==> config.mk <==
export PLATFORM = sky130hd
export DESIGN_NAME = distance_smoother
export DESIGN_NICKNAME = d
export VERILOG_FILES = /design/src/rtl/distance_smoother.sv
export SDC_FILE = /design/constraint.sdc
export NUM_CORES = 1
export LEC_CHECK = 0
export BUFFER_PORTS_ARGS = -buffer_cell sky130_fd_sc_hd__buf_2
export CORE_MARGIN = 2
export CORE_UTILIZATION = 44
export CTS_CLUSTER_SIZE = 24
export DETAILED_ROUTE_END_ITERATION = 12
export GPL_ROUTABILITY_DRIVEN = 0
export PLACE_DENSITY = 0.6
export SLEW_MARGIN = 5
export SYNTH_ARGS = -nofsm -noshare
export SYNTH_HDL_FRONTEND = slang
export SYNTH_SLANG_ARGS = --single-unit
export TNS_END_PERCENT = 10
==> constraint.sdc <==
create_clock -name clock -period 3.6 [get_ports clock]
set_input_delay 0 -clock clock [delete_from_list [all_inputs] [get_ports clock]]
set_output_delay 0 -clock clock [all_outputs]
set_load 0.1 [all_outputs]
==> src/rtl/distance_smoother.sv <==
// Clamp, optional median-of-3 prefilter, and power-of-2 moving average for distance samples.
// Optional build macro DISTANCE_SMOOTHER_MEDIAN3_EN adds the median stage (latency 3 instead of 2).
module distance_smoother #(
    parameter int IN_W     = 26,
    parameter int OUT_W    = 8,
    parameter int AVG_LOG2 = 2,
    parameter int MAX_CM   = 255,
    parameter int TIMEOUT  = 50000000
) (
    input  logic             clock,
    input  logic             resetn,
    input  logic             sample_valid,
    input  logic [IN_W-1:0]  sample_cm,
    output logic [OUT_W-1:0] dist_out,
    output logic             dist_valid,
    output logic             stale,
    output logic             sat
);

    localparam int DEPTH = 1 << AVG_LOG2;
    localparam int SUM_W = OUT_W + AVG_LOG2;
    localparam int CNT_W = $clog2(TIMEOUT);

    localparam logic [IN_W-1:0]     MAX_IN   = IN_W'(MAX_CM);
    localparam logic [OUT_W-1:0]    MAX_OUT  = OUT_W'(MAX_CM);
    localparam logic [CNT_W-1:0]    CNT_LAST = CNT_W'(TIMEOUT - 1);
    localparam logic [CNT_W-1:0]    CNT_PRE  = CNT_W'(TIMEOUT - 2);
    localparam logic [CNT_W-1:0]    CNT_ONE  = CNT_W'(1);
    localparam logic [AVG_LOG2-1:0] WP_ONE   = AVG_LOG2'(1);

    typedef enum logic [1:0] {EMPTY, TRACK, STALE} state_t;

    state_t           state, state_nx;
    logic [CNT_W-1:0] idle_cnt, idle_cnt_nx;

    // NOTE: every always_comb output gets a default first so no path can infer a latch.
    always_comb begin
        state_nx    = state;
        idle_cnt_nx = idle_cnt;
        case (state)
            EMPTY, STALE: begin
                if (sample_valid) begin
                    state_nx    = TRACK;
                    idle_cnt_nx = '0;
                end
            end
            TRACK: begin
                if (sample_valid) begin
                    idle_cnt_nx = '0;
                end else if (idle_cnt == CNT_PRE) begin
                    state_nx    = STALE;
                    idle_cnt_nx = CNT_LAST;
                end else begin
                    idle_cnt_nx = idle_cnt + CNT_ONE;
                end
            end
            default: state_nx = EMPTY;
        endcase
    end

    assign stale = (state != TRACK);

    logic [OUT_W-1:0] clamped;
    logic [OUT_W-1:0] c_q;
    logic             c_valid_q;
    logic             c_prime_q;

    assign clamped = (sample_cm > MAX_IN) ? MAX_OUT : sample_cm[OUT_W-1:0];

    // NOTE: sequential state uses non-blocking assignments only, so every register sees pre-edge values.
    always_ff @(posedge clock) begin
        if (!resetn) begin
            state     <= EMPTY;
            idle_cnt  <= '0;
            c_q       <= '0;
            c_valid_q <= 1'b0;
            c_prime_q <= 1'b0;
            sat       <= 1'b0;
        end else begin
            state     <= state_nx;
            idle_cnt  <= idle_cnt_nx;
            c_valid_q <= sample_valid;
            if (sample_valid) begin
                c_q       <= clamped;
                c_prime_q <= (state != TRACK);
                sat       <= (sample_cm > MAX_IN);
            end
        end
    end

    logic [OUT_W-1:0] w_data;
    logic             w_valid;
    logic             w_prime;

`ifdef DISTANCE_SMOOTHER_MEDIAN3_EN
    logic [OUT_W-1:0] hist0, hist1, m_q;
    logic             m_valid_q, m_prime_q;

    function automatic logic [OUT_W-1:0] median3(input logic [OUT_W-1:0] a,
                                                 input logic [OUT_W-1:0] b,
                                                 input logic [OUT_W-1:0] c);
        if ((a >= b && a <= c) || (a <= b && a >= c))
            return a;
        else if ((b >= a && b <= c) || (b <= a && b >= c))
            return b;
        else
            return c;
    endfunction

    always_ff @(posedge clock) begin
        if (!resetn) begin
            hist0     <= '0;
            hist1     <= '0;
            m_q       <= '0;
            m_valid_q <= 1'b0;
            m_prime_q <= 1'b0;
        end else begin
            m_valid_q <= c_valid_q;
            if (c_valid_q) begin
                m_prime_q <= c_prime_q;
                hist0     <= c_q;
                if (c_prime_q) begin
                    hist1 <= c_q;
                    m_q   <= c_q;
                end else begin
                    hist1 <= hist0;
                    m_q   <= median3(c_q, hist0, hist1);
                end
            end
        end
    end

    assign w_data  = m_q;
    assign w_valid = m_valid_q;
    assign w_prime = m_prime_q;
`else
    assign w_data  = c_q;
    assign w_valid = c_valid_q;
    assign w_prime = c_prime_q;
`endif

    logic [OUT_W-1:0]    win [DEPTH];
    logic [AVG_LOG2-1:0] wp;
    logic [SUM_W-1:0]    sum, sum_nx;

    // Priming fills the whole window, so the average equals the first sample immediately.
    assign sum_nx = w_prime ? (SUM_W'(w_data) << AVG_LOG2)
                            : (sum - SUM_W'(win[wp]) + SUM_W'(w_data));

    always_ff @(posedge clock) begin
        if (!resetn) begin
            // NOTE: the window is small and its contents feed the sum, so it is reset explicitly.
            for (int i = 0; i < DEPTH; i++) win[i] <= '0;
            wp         <= '0;
            sum        <= '0;
            dist_out   <= '0;
            dist_valid <= 1'b0;
        end else begin
            dist_valid <= w_valid;
            if (w_valid) begin
                sum      <= sum_nx;
                dist_out <= sum_nx[SUM_W-1:AVG_LOG2];
                if (w_prime) begin
                    for (int i = 0; i < DEPTH; i++) win[i] <= w_data;
                    wp <= '0;
                end else begin
                    win[wp] <= w_data;
                    wp      <= wp + WP_ONE;
                end
            end
        end
    end

endmodule

==> flow_metrics.env <==
export IMPL_status="finished, final reports clean"
export IMPL_initial_utilization=0.451
export IMPL_critPathMaxFanout=6
export IMPL_ant_nets=0
export IMPL_synth_seq_cells=86
export IMPL_crit_buf_inv=2
export IMPL_synth_most_common_cell="inv_1"
export IMPL_grt_total_usage=0.214
export IMPL_start_kind="register"
export IMPL_dr_pass1_iters=5
export IMPL_std_cell_rows=38
export IMPL_avgSynthCellArea_um2=9.32
export IMPL_setup_viol=0
export IMPL_tritoncts="built"
export IMPL_tightest_slew_ns=0.964
export IMPL_area_delta_synth_final_pct=12.3
export IMPL_clk_latency_ns=0.38
export IMPL_synth_nets=575
export IMPL_synth_seq_area_share=0.420
export IMPL_cts_max_path_buffers=2
export IMPL_via_per_inst=5.65
export IMPL_intPower_uw=1800
export IMPL_required_ns=3.87
export IMPL_syn_cell_area_um2=4870
export IMPL_synth_area_top_cells="dfxtp_1, edfxtp_1, inv_1, ha_1, nor3_1"
export IMPL_h_tree_depth=3
export IMPL_drive_gt1_frac=0.154
export IMPL_clock_power_share=0.349
export IMPL_drv_slew=0
export IMPL_first_iter_violations=172
export IMPL_overflow=0
export IMPL_yosys_area_top_type="dfxtp_1"
export IMPL_hold_viol=0
export IMPL_slowest_stage="mux4_2"
export IMPL_wl_per_cell_um=16.5
export IMPL_path_cells="buf_4 -> mux4_2 -> fa_1 -> inv_1 -> ha_1 -> and2_1 -> nand3_1 -> a311oi_1 -> o21ai_0 -> a32o_1"
export IMPL_top_level_ports=40
export IMPL_synth_edf_count=32
export IMPL_synth_top_area_share=0.222
export IMPL_grt_first_pass_wirelength_mm=19.4
export IMPL_nets=606
export IMPL_grtUsageMet1=0.258
export IMPL_rsz0062_at_grt="false"
export IMPL_synth_cell_types=62
export IMPL_dpl_hpwl_mm=8.31
export IMPL_slew_headroom=0.356
export IMPL_endpoint_kind="register"
export IMPL_dpl_cell_area_um2=5110
export IMPL_design_area_um2=5470
export IMPL_ir_drop_uv=252
export IMPL_die_area_um2=11900
export IMPL_tns_ns=0
export IMPL_numPortBuffers=39
export IMPL_synthArstFlopShare=0
export IMPL_synth_commonest_cells="inv_1, dfxtp_1, nor3_1, edfxtp_1, nor2_1"
export IMPL_numCtsBuffers=9
export IMPL_pwr_share_seq=0.420
export IMPL_gr_usage_met2=0.371
export IMPL_hp_class="in -> reg"
export IMPL_cts_root_buf="clkbuf_8"
export IMPL_clock_skew_ns=0.00871
export IMPL_sw_frac_of_total=0.303
export IMPL_fillers=987
export IMPL_route_detailed_drc=0
export IMPL_routed_wl_mm=11.5
export IMPL_yosys_most_used_dff="dfxtp_1"
export IMPL_cts_hold_buf=9
export IMPL_power_density_nw_per_um2=473
export IMPL_arrival_ns=3.48
export IMPL_period_share=0.892
export IMPL_fmax_mhz=311
export IMPL_postCtsSetupBuffers=0
export IMPL_die_h_um=109
export IMPL_p_sw_uw=783
export IMPL_grt_pass1_vias=3960
export IMPL_path_class="reg -> reg"
export IMPL_critPathTopFamily="adder cells"
export IMPL_grt_use_met3=0.0377
export IMPL_finalCriticalPeriod_ns=3.21
export IMPL_synthCells=522
export IMPL_via_count=3945
export IMPL_top_usage_layer="met2"
export IMPL_instances_no_fill=698
export IMPL_synth_warning_count=0
export IMPL_cts_sinks=86
export IMPL_combPwrFrac=0.231
export IMPL_antenna_found_initial=0
export IMPL_slowest_delay_ns=0.52
export IMPL_clkTransAtPathRegs_ns=0.09
export IMPL_grt_start_max_net_pins=36
export IMPL_diodes=0
export IMPL_place_inst=673
export IMPL_cap_violations=0
export IMPL_cts_resized=0
export IMPL_p_leak_uw=0.00214
export IMPL_core_area_um2=10800
export IMPL_die_w_um=109
==> power groups by stage <==
| stage | Sequential (uW) | Clock [uW] | Combinational, uW |
|---|---|---|---|
| floorplan | 1100 | 0 | 477 |
| global placement | 1110 | 0 | 576 |
| detailed placement | 1110 | 0 | 586 |
| CTS | 1090 | 921 | 595 |
| global route | 1090 | 961 | 655 |
| finish | 1090 | 903 | 596 |
==> metal layers <==
layer | share of wire | vias up
li1 | - | 1950
met5 | 0 | -
met1 | 0.44 | 1888
met4 | 0.026 | 0
met2 | 0.50 | 85
met3 | 0.035 | 22
==> cells in the final DEF (no fill, tap or decap), drive strengths merged, types with 6 or more instances in the layout <==
cell type,Yosys,layout
clkbuf,20,10
and3,6,6
buf,16,47
mux4,8,8
nor4,10,10
a21o,7,7
a21oi,29,29
edfxtp,32,32
o21ai,45,45
nor3b,8,8
ha,16,16
nor3,39,39
dlygate4sd3,0,9
dfxtp,54,54
nand4,6,6
nand2,30,30
nor2,32,32
inv,59,59
nand3,15,15
fa,8,8
a211oi,6,6
a221oi,7,7
==> state kept, by name, indices dropped and copies added (netlist names), named ones only <==
name        flops
win            32
idle_cnt       26
c_q             8
dist_out        8
state           2
sum             2
wp              2
c_prime_q       1
c_valid_q       1
dist_valid      1
sat             1
==> layout make-up <==
| cell class | count | area, um2 | area share |
|---|---|---|---|
| inverter | 59 | 221 | 0.0405 |
| timing repair buffer | 56 | 345 | 0.0632 |
| clock inverter | 6 | 134 | 0.0245 |
| tap | 140 | 175 | 0.0321 |
| sequential | 86 | 2040 | 0.374 |
| clock buffer | 10 | 128 | 0.0234 |
| multi-input combinational | 341 | 2420 | 0.443 |
==> tightest hold or removal path: cells and delay by family <==
family          cells  cell delay, ns
compound gates      2            0.18
buf+inv             1            0.27
==> path summary, 6_finish.rpt <==
check | from | to | slack [ns] | cells after the start
setup reg to reg | register | dist_out[5] | 0.39 | 10
hold reg to reg | c_q[3] | dist_out[3] | 0.49 | 2
hold / removal | resetn | c_q[0] | 0.12 | 3
setup / recovery | register | dist_out[5] | 0.39 | 10
==> cell families (layout without fill, tap and decap cells) <==
logic type                 after synthesis  after routing  share of synthesized area
adders and majority gates               24             24                     0.0740
AOI/OAI and AO/OA                      125            125                      0.166
DFF                                     86             86                      0.420
and+or+nand+nor                        173            173                      0.199
buffers and inverters                   95            131                     0.0833
muxes                                   11             11                     0.0432
xor gates and xnor gates                 8              8                     0.0144
==> metrics by stage <==
step | total power [uW] | worst slack, ns | hold WS [ns] | utilization
floorplan | 1580 | 0.279 | 0.128 | -
global placement | 1680 | 0.491 | 0.244 | 0.474
CTS | 2600 | 0.417 | 0.121 | 0.506
detailed placement | 1690 | 0.434 | 0.247 | 0.474
finish | 2580 | 0.388 | 0.124 | 0.506
global route | 2710 | 0.269 | 0.163 | 0.506
No activity file was read; power rests on OpenSTA's default activity.
